**src/rtl/manycore_border_pkg.sv**
```systemverilog
// Shared types and Hermes framing helpers for mesh border endpoints.
// Both framing FSMs (injection and ejection) step through frame_advance/frame_is_last.
package manycore_border_pkg;

  typedef enum logic [2:0] {
    EAST  = 3'd0,
    WEST  = 3'd1,
    NORTH = 3'd2,
    SOUTH = 3'd3,
    LOCAL = 3'd4
  } port_t;

  typedef enum logic [1:0] {
    HDR     = 2'd0,
    SIZE    = 2'd1,
    PAYLOAD = 2'd2
  } frame_state_t;

  typedef struct packed {
    frame_state_t state;
    logic [15:0]  remain;
  } frame_t;

  localparam frame_t FRAME_IDLE = '{state: HDR, remain: 16'd0};

  function automatic logic [7:0] hdr_x(input logic [15:0] hdr);
    return hdr[15:8];
  endfunction

  function automatic logic [7:0] hdr_y(input logic [15:0] hdr);
    return hdr[7:0];
  endfunction

  // field is the low 16 bits of the flit being framed
  function automatic logic frame_is_last(input frame_t f, input logic [15:0] field);
    logic last;
    case (f.state)
      SIZE:    last = (field == 16'd0);
      PAYLOAD: last = (f.remain == 16'd1);
      default: last = 1'b0;
    endcase
    return last;
  endfunction

  function automatic frame_t frame_advance(input frame_t f, input logic [15:0] field);
    frame_t n;
    n = f;
    case (f.state)
      HDR: n.state = SIZE;
      SIZE: begin
        n.remain = field;
        n.state  = (field == 16'd0) ? HDR : PAYLOAD;
      end
      PAYLOAD: begin
        n.remain = f.remain - 16'd1;
        n.state  = (f.remain == 16'd1) ? HDR : PAYLOAD;
      end
      default: n = FRAME_IDLE;
    endcase
    return n;
  endfunction

endpackage

```
**src/rtl/border_flit_fifo.sv**
```systemverilog
// Synchronous flit FIFO with registered not-full / not-empty flags.
// head is forced to zero while empty so downstream outputs stay clean.
module border_flit_fifo #(
  parameter int WIDTH = 33,
  parameter int DEPTH = 4
) (
  input  logic             clock,
  input  logic             reset,
  input  logic             push,
  input  logic [WIDTH-1:0] push_data,
  input  logic             pop,
  output logic             not_full,
  output logic             not_empty,
  output logic [WIDTH-1:0] head
);

  localparam int AW = (DEPTH > 1) ? $clog2(DEPTH) : 1;
  localparam int CW = AW + 1;

  logic [WIDTH-1:0] mem_r [DEPTH];
  logic [AW-1:0]    wr_ptr_r;
  logic [AW-1:0]    rd_ptr_r;
  logic [CW-1:0]    count_r;
  logic [CW-1:0]    count_next_s;
  logic             not_full_r;
  logic             not_empty_r;
  logic             do_push_s;
  logic             do_pop_s;

  // Qualified handshakes and next occupancy
  always_comb begin
    do_push_s    = push && not_full_r;
    do_pop_s     = pop && not_empty_r;
    count_next_s = count_r + CW'(do_push_s) - CW'(do_pop_s);
  end

  // Storage array
  always_ff @(posedge clock) begin
    if (do_push_s) begin
      mem_r[wr_ptr_r] <= push_data;
    end
  end

  // Pointers, occupancy and flags; flags reflect occupancy after this edge
  always_ff @(posedge clock or negedge reset) begin
    if (!reset) begin
      wr_ptr_r    <= {AW{1'b0}};
      rd_ptr_r    <= {AW{1'b0}};
      count_r     <= {CW{1'b0}};
      not_full_r  <= 1'b0;
      not_empty_r <= 1'b0;
    end else begin
      if (do_push_s) begin
        wr_ptr_r <= wr_ptr_r + AW'(1'b1);
      end
      if (do_pop_s) begin
        rd_ptr_r <= rd_ptr_r + AW'(1'b1);
      end
      count_r     <= count_next_s;
      not_full_r  <= (count_next_s < CW'(DEPTH));
      not_empty_r <= (count_next_s != {CW{1'b0}});
    end
  end

  assign not_full  = not_full_r;
  assign not_empty = not_empty_r;
  assign head      = not_empty_r ? mem_r[rd_ptr_r] : {WIDTH{1'b0}};

endmodule

```
**src/rtl/mesh_border_endpoint.sv**
```systemverilog
// Credit-based endpoint terminating an open mesh border port: injects host
// packets toward the router and ejects router packets to the host, framing both.
module mesh_border_endpoint
  import manycore_border_pkg::*;
#(
  parameter int          FLIT_WIDTH = 32,
  parameter int          TX_DEPTH   = 4,
  parameter int          RX_DEPTH   = 4,
  parameter logic [31:0] ADDRESS    = 32'd0
) (
  input  logic                  clock,
  input  logic                  reset,
  input  logic                  s_valid,
  output logic                  s_ready,
  input  logic [FLIT_WIDTH-1:0] s_data,
  input  logic                  s_last,
  output logic                  tx,
  output logic [FLIT_WIDTH-1:0] data_o,
  input  logic                  credit_i,
  output logic                  clock_tx,
  input  logic                  rx,
  input  logic [FLIT_WIDTH-1:0] data_i,
  output logic                  credit_o,
  input  logic                  clock_rx,
  output logic                  m_valid,
  input  logic                  m_ready,
  output logic [FLIT_WIDTH-1:0] m_data,
  output logic                  m_last,
  output logic                  err_frame,
  output logic [15:0]           tx_pkts,
  output logic [15:0]           rx_pkts
);

  localparam int WW = FLIT_WIDTH + 1;

  logic          tx_push_s, tx_pop_s, tx_not_full_s, tx_not_empty_s;
  logic          rx_push_s, rx_pop_s, rx_not_full_s, rx_not_empty_s;
  logic [WW-1:0] tx_head_s, rx_head_s;
  logic          in_last_s, eg_last_s;
  frame_t        in_frame_r, eg_frame_r;
  logic          err_frame_r;
  logic [15:0]   tx_pkts_r, rx_pkts_r;
  logic          unused_s;

  // Handshakes and framing end-of-packet decisions
  always_comb begin
    tx_push_s = s_valid && tx_not_full_s;
    tx_pop_s  = tx_not_empty_s && credit_i;
    rx_push_s = rx && rx_not_full_s;
    rx_pop_s  = rx_not_empty_s && m_ready;
    in_last_s = frame_is_last(in_frame_r, s_data[15:0]);
    eg_last_s = frame_is_last(eg_frame_r, data_i[15:0]);
  end

  // Framing FSMs; a host-marked last always resynchronises ingress to HDR
  always_ff @(posedge clock or negedge reset) begin
    if (!reset) begin
      in_frame_r  <= FRAME_IDLE;
      eg_frame_r  <= FRAME_IDLE;
      err_frame_r <= 1'b0;
    end else begin
      err_frame_r <= tx_push_s && (s_last != in_last_s);
      if (tx_push_s) begin
        in_frame_r <= s_last ? FRAME_IDLE : frame_advance(in_frame_r, s_data[15:0]);
      end
      if (rx_push_s) begin
        eg_frame_r <= frame_advance(eg_frame_r, data_i[15:0]);
      end
    end
  end

  // Packet counters advance when a last-marked flit leaves its FIFO
  always_ff @(posedge clock or negedge reset) begin
    if (!reset) begin
      tx_pkts_r <= 16'd0;
      rx_pkts_r <= 16'd0;
    end else begin
      if (tx_pop_s && tx_head_s[FLIT_WIDTH]) begin
        tx_pkts_r <= tx_pkts_r + 16'd1;
      end
      if (rx_pop_s && rx_head_s[FLIT_WIDTH]) begin
        rx_pkts_r <= rx_pkts_r + 16'd1;
      end
    end
  end

  border_flit_fifo #(.WIDTH(WW), .DEPTH(TX_DEPTH)) u_tx_fifo (
    .clock     (clock),
    .reset     (reset),
    .push      (tx_push_s),
    .push_data ({s_last, s_data}),
    .pop       (tx_pop_s),
    .not_full  (tx_not_full_s),
    .not_empty (tx_not_empty_s),
    .head      (tx_head_s)
  );

  border_flit_fifo #(.WIDTH(WW), .DEPTH(RX_DEPTH)) u_rx_fifo (
    .clock     (clock),
    .reset     (reset),
    .push      (rx_push_s),
    .push_data ({eg_last_s, data_i}),
    .pop       (rx_pop_s),
    .not_full  (rx_not_full_s),
    .not_empty (rx_not_empty_s),
    .head      (rx_head_s)
  );

  // ADDRESS is kept for future traffic tagging; clock_rx is the same domain as clock
  assign unused_s  = ^{clock_rx, ADDRESS};

  assign s_ready   = tx_not_full_s;
  assign tx        = tx_not_empty_s;
  assign data_o    = tx_head_s[FLIT_WIDTH-1:0];
  assign clock_tx  = clock;
  assign credit_o  = rx_not_full_s;
  assign m_valid   = rx_not_empty_s;
  assign m_data    = rx_head_s[FLIT_WIDTH-1:0];
  assign m_last    = rx_head_s[FLIT_WIDTH];
  assign err_frame = err_frame_r;
  assign tx_pkts   = tx_pkts_r;
  assign rx_pkts   = rx_pkts_r;

endmodule

```
**config.mk**
```make
export PLATFORM = sky130hd
export DESIGN_NAME = mesh_border_endpoint
export DESIGN_NICKNAME = d
export VERILOG_FILES = /design/src/rtl/manycore_border_pkg.sv /design/src/rtl/border_flit_fifo.sv /design/src/rtl/mesh_border_endpoint.sv
export SDC_FILE = /design/constraint.sdc
export NUM_CORES = 1
export LEC_CHECK = 0
export BUFFER_PORTS_ARGS = -buffer_cell sky130_fd_sc_hd__clkbuf_2
export CELL_PAD_IN_SITES_DETAIL_PLACEMENT = 1
export CELL_PAD_IN_SITES_GLOBAL_PLACEMENT = 1
export CORE_MARGIN = 2
export CORE_UTILIZATION = 49
export DETAILED_ROUTE_END_ITERATION = 16
export PLACE_DENSITY = 0.88
export SETUP_SLACK_MARGIN = 0.05
export SYNTH_ARGS = -nofsm -noshare
export SYNTH_HDL_FRONTEND = slang
export SYNTH_SLANG_ARGS = --single-unit
```
**constraint.sdc**
```tcl
create_clock -name clock -period 3.3 [get_ports clock]
set_clock_uncertainty 0.1 [all_clocks]
set_input_delay 0.66 -clock clock [delete_from_list [all_inputs] [get_ports clock]]
set_output_delay 0.66 -clock clock [all_outputs]
set_load 0.05 [all_outputs]
```
== After elaboration in Yosys (flattened, before gate mapping) ==
Memories as Yosys holds them, arrays and structs flattened.
Index checks and enable logic that the tools add are counted.

* Flip-flop bits (word level): 87
* Latch bits: 0
* Bits in writable memories: 264
* Memory bits (read-only): 0
* Output and inout port bits: 103
* Logic and storage cells: 78
* Memories: 2

{| class="wikitable"
|+ Memories
! memory !! depth !! width !! read ports !! clocked after memory_dff !! write ports !! RTL line !! RTL
|-
| u_rx_fifo.mem_r || 4 || 33 || 1 || 0 || 1 || border_flit_fifo.sv:20 || <nowiki>logic [WIDTH-1:0] mem_r [DEPTH];</nowiki>
|-
| u_tx_fifo.mem_r || 4 || 33 || 1 || 0 || 1 || border_flit_fifo.sv:20 ||
|}

* Add/sub/neg operators: 12
* Multipliers: 0
* Divide/modulo/power cells: 0
* $lt $le $gt $ge: 2
* Equality and inequality tests: 8
* Shift operators: 0
* Mux-type cells: 17
* Bitwise logic cells: 1
* Reductions and logical operators: 19

{| class="wikitable"
|+ Operators by type and width
! operator !! number
|-
| case mux 16 bit (3 select lines) || 2
|-
| 2-to-1 mux 33 bit || 2
|-
| adder 16 x 1 -> 16 bit (second input constant) || 2
|-
| equality test 16 x 1 -> 1 bit (second input constant) || 2
|-
| logical NOT 16 bit || 2
|-
| subtractor 16 x 1 -> 16 bit (second input constant) || 2
|-
| 2-to-1 mux 18 bit || 1
|-
| case mux 2 bit (3 select lines) || 2
|-
| logical AND 1 bit || 11
|-
| adder 2 x 1 -> 2 bit (second input constant) || 4
|-
| 2-to-1 mux 2 bit || 4
|-
| adder 3 x 1 -> 3 bit || 2
|-
| < comparator 3 bit (second input constant) || 2
|-
| nonzero test 3 bit || 2
|-
| subtractor 3 x 1 -> 3 bit || 2
|-
| equality test 2 x 1 -> 1 bit (second input constant) || 2
|-
| equality test 2 bit (second input constant) || 2
|-
| logical NOT 2 bit || 2
|-
| 2-to-1 mux 1 bit || 4
|-
| case mux 1 bit (2 select lines) || 2
|-
| AND reduction 2 bit || 2
|-
| inequality test 2 bit (second input constant) || 1
|-
| inequality test 1 bit || 1
|-
| inverter 1 bit || 1
|}

== Logic depth before layout (Yosys ltp) ==
* Depth after elaboration: 5
* Depth in mapped cells: 10
* Gate-level depth less buffers: 10

== Cells and area by module ==
Synthesis repeated with hierarchy kept, for this count alone.

* Cell total of the unflattened synthesis: 982
* Area total of the unflattened synthesis: 14826.7 sq um

{| class="wikitable"
|+ Modules (own cells, without submodules)
! module !! times used !! cells an instance !! area an instance (sq um) !! sequential area each (sq um)
|-
| border_flit_fifo || 2 || 284 || 5437.7 || 4189.0
|-
| mesh_border_endpoint || 1 || 414 || 3951.3 || 1726.7
|}

==> results.md <==
- Ordered cell list for the critical path: clkbuf_16 > clkbuf_16 > clkbuf_16 > clkbuf_2
- Vert. Die Dim: approximately 180 um
- Part of the power in the clock network: between 20% and 30%
- Worst slew pin tran: 0.724 ns
- Via/cell ratio: 5.84
- Sequential fraction of design power: 34.8%
- EDFF count, synth: around 260
- Biggest cell delay along the critical path: roughly 0.23 ns
- Total instance count after detailed placement: between 1000 and 1500
- Vias in the first global route: slightly below 10000
- Grt peak-use layer: met2
- Worst hold path class: input pin to async pin
- Starting utilization of the core area: 49.7%
- Unique cell type count in the Yosys netlist: 57
- Worst hold slack: ~0.05 ns
- Number of input and output port buffers inserted: roughly 170
- Number of DRC violations after detailed-routing iteration 0: 775
- Rows: 63
- Number of cells on the worst reg-to-reg path: 6
- First-pass GRT wire length: 57100 um
- Result of the run: complete, no violations
- Pins over their slew limit: 0
- Synth Area per Inst: around 16 sq um
- Hold-fix buffers at CTS: 0
- Area leader, netlist: edfxtp_1
- Core region area: 29600 sq um
- Buffers and inverters on the worst path: 4
- Clock-pin slew on the worst setup and hold paths: roughly 0.050 ns
- Met1 Use GR: a little under a third
- Cells taking the most area after synthesis: edfxtp_1 54%, dfrtp_1 15%, mux4_2 9.8%, and2_1 2.9%, ha_1 2.2%
- DRT Pass-1 Iters: 5
- Non-filler instance count after layout: 1532
- Cell-internal power: 10.4 mW
- Sum of net half-perimeters after detailed placement: between 20000 and 25000 um
- Drt wl/cell: between 20 and 25 um
- Critical path required time: ~2.5 ns
- Net switching power of the design: 7.43 mW
- Endpoint arrival time on the critical path: about 2.4 ns
- Sequential share of the synthesized area: about 69%
- Total of max-cap violations: 0
- Dominant delay contributor by cell family on the critical path: buffers and inverters
- Area growth from synthesis to layout: 18.0%
- Clock tree from TritonCTS: built
- Number of antenna violations at the first check in global routing: 0
- Syn Std Cell Area: about 15000 sq um
- Switching share of power: 41.5%
- Total of warnings raised by yosys: 0
- Placer's final routability congestion estimate: roughly 0.81
- Areal power density over the cells: 1030 nW/um^2
- Clk root buf: clkbuf_16
- Unrepaired setup endpoints after global routing: false
- Overall via count from detail_route: between 8000 and 9000
- Max clock buf depth: 3
- CP Capture Type: output port
- Cell count along the critical path: 4
- Skew-Pair Late Insertion Delay: around 0.52 ns
- Layout net count: ~1200
- Global-route met3 utilization: under 10%
- Sum Neg Setup Slack: 0 ns
- Die area: approximately 31000 sq um
- Diode count: 0
- Slowest library cell on the worst path: clkbuf_2
- WL final: approximately 37000 um
- Number of buffers inserted during clock tree synthesis: 38
- Register bit count reported by yosys: 351
- CP max FO: 10
- Critical Path Source Type: clock port
- Number of top-level design ports: about 180
- Relative slew margins: between 50% and 60%
- Share of post-route cells with drive strength above 1: about 29%
- Antenna-violating nets left: 0
- Leakage power: approximately 6.7 nW
- Met2 usage in global routing: 41.5%
- Fraction of post-synthesis cell area in the top cell type by area: a little over half
- Dominant register cell in the synthesized netlist: edfxtp_1
- Cell occurring most often along the worst timing path: clkbuf_16
- Final-report setup violation count: 0
- Number of hold violations in the final report: 0
- Width of the die: about 180 um
- Asr flop ratio synth: between 20% and 30%
- H-tree levels: 2
- Share of total power in combinational logic: about two fifths
- Post-CTS Resized: 0
- Buffers inserted by post-CTS timing repair: 0
- GRT Total Usage: a little under a quarter
- Net count after synthesis: a little over 1000
- Drt drc: 0
- Synthesized instance count: about 910
- GR Overflow Total: 0
- Pin count of the biggest net entering global routing: 42
- Peak supply drop: between 0.0005 and 0.0006 V
- Critical path class: clock port to output port
==> kinds of logic (layout without fill, tap and decap cells) <==
kind of cell             after synthesis  count (layout)  synth area share [%]
XOR/XNOR                              46              46                  2.74
AND/OR/NAND/NOR                      245             245                  9.49
flip-flops                           351             351                  68.8
adder cells (fa/ha/maj)               28              28                  2.49
AO/OA/AOI/OAI                         99              99                  4.30
buffers and inverters                 72             303                  1.98
multiplexers                          70              70                  10.2
==> placed cells by master (no fill, tap or decap), types with 14 or more instances in the layout <==
| cell | n |
|---|---|
| edfxtp_1 | 264 |
| clkbuf_2 | 172 |
| dfrtp_1 | 85 |
| and2_1 | 67 |
| mux4_2 | 64 |
| nand2_1 | 47 |
| clkbuf_16 | 38 |
| inv_1 | 36 |
| o21ai_0 | 35 |
| xor2_1 | 27 |
| ha_1 | 26 |
| nor2_1 | 21 |
| buf_4 | 21 |
| nor3_1 | 19 |
| xnor2_1 | 19 |
| nand4_1 | 18 |
| nor4_1 | 16 |
| a21oi_1 | 15 |
| nand3_1 | 15 |
| and3_1 | 14 |
==> metrics by stage <==
| stage | util, % | worst slack, ns | total power [mW] | cell area [sq um] |
|---|---|---|---|---|
| after floorplan | - | 0.670 | 11.7 | 14700 |
| final | 58.7 | 0.131 | 17.9 | 17300 |
| after detailed placement | 54.6 | 0.424 | 13.7 | 16100 |
| after CTS | 58.7 | 0.0552 | 18.0 | 17300 |
| after global placement | 54.6 | 0.516 | 13.4 | 16100 |
| after global routing | 58.7 | 0.0580 | 18.7 | 17300 |
==> worst register-to-register path, cell delays in order, from the launching register on <==
cell	delay, ns
dfrtp_2	0.57
buf_12	0.29
nand3_1	0.16
o22ai_1	0.47
nand2_1	0.47
nor4_1	0.51
xor2_1	0.20
==> power by group through the flow <==
stage	logic (mW)	clock network [mW]	registers, mW
2_1_floorplan	5.33	0.0653	6.32
3_3_place_gp	7.13	0.0575	6.19
3_5_place_dp	7.39	0.0575	6.29
4_1_cts	7.50	4.29	6.22
5_1_grt	7.93	4.47	6.32
6_report	7.45	4.21	6.22
==> per-layer routing <==
layer | vias up | wire [um]
met4 | 0 | 975
li1 | 3915 | -
met1 | 4665 | 14900
met3 | 68 | 1710
met2 | 306 | 19200
met5 | - | 0
==> state kept, by name, summed over array words and instances, names as in the netlist <==
| signal | flops |
|---|---|
| tx_pkts | 16 |
| u_rx_fifo.not_full | 1 |
| u_rx_fifo.not_empty | 1 |
| u_rx_fifo.wr_ptr_r | 2 |
| u_rx_fifo.count_r | 3 |
| u_rx_fifo.mem_r | 132 |
| u_tx_fifo.rd_ptr_r | 2 |
| rx_pkts | 16 |
| u_rx_fifo.rd_ptr_r | 2 |
| u_tx_fifo.mem_r | 132 |
| u_tx_fifo.not_full | 1 |
| u_tx_fifo.wr_ptr_r | 2 |
| in_frame_r | 18 |
| u_tx_fifo.count_r | 3 |
| err_frame | 1 |
| u_tx_fifo.not_empty | 1 |
| eg_frame_r | 18 |
==> area by class of cell <==
| class | count | area, sq um |
|---|---|---|
| Timing Repair Buffer | 196 | 1090 |
| Multi-Input combinational cell | 488 | 4300 |
| Tap cell | 390 | 488 |
| Clock buffer | 50 | 1020 |
| Inverter | 36 | 135 |
| Fill cell | 2798 | 12200 |
| Sequential cell | 351 | 10100 |
| Clock inverter | 21 | 201 |
==> cells in the mapped netlist, types with 3 or more instances <==
library cell  count
edfxtp_1        264
dfrtp_1          87
and2_1           67
mux4_2           64
nand2_1          47
inv_1            36
o21ai_0          35
xor2_1           27
ha_1             26
clkbuf_1         21
nor2_1           21
nor3_1           19
xnor2_1          19
nand4_1          18
nor4_1           16
a21oi_1          15
nand3_1          15
and3_1           14
buf_2            11
a22oi_1           9
o22ai_1           8
a32oi_1           7
o211ai_1          5
or3_1             5
mux2i_1           4
a221o_1           3
a31oi_1           3
nor4_2            3
==> final timing paths <==
check / endpoint / slack [ns] / from
max: clock_tx / 0.13 / clock
min: u_rx_fifo.rd_ptr_r[0] / 0.05 / reset
max reg2reg: tx_pkts[15] / 0.45 / u_tx_fifo.rd_ptr_r[0]
min reg2reg: rx_pkts[15] / 0.38 / rx_pkts[15]
max in group asynchronous: tx_pkts[0] / 2.36 / reset
min in group clock: u_tx_fifo.mem_r[1][21] / 0.26 / s_data[21]
No activity file was read; power rests on OpenSTA's default activity.
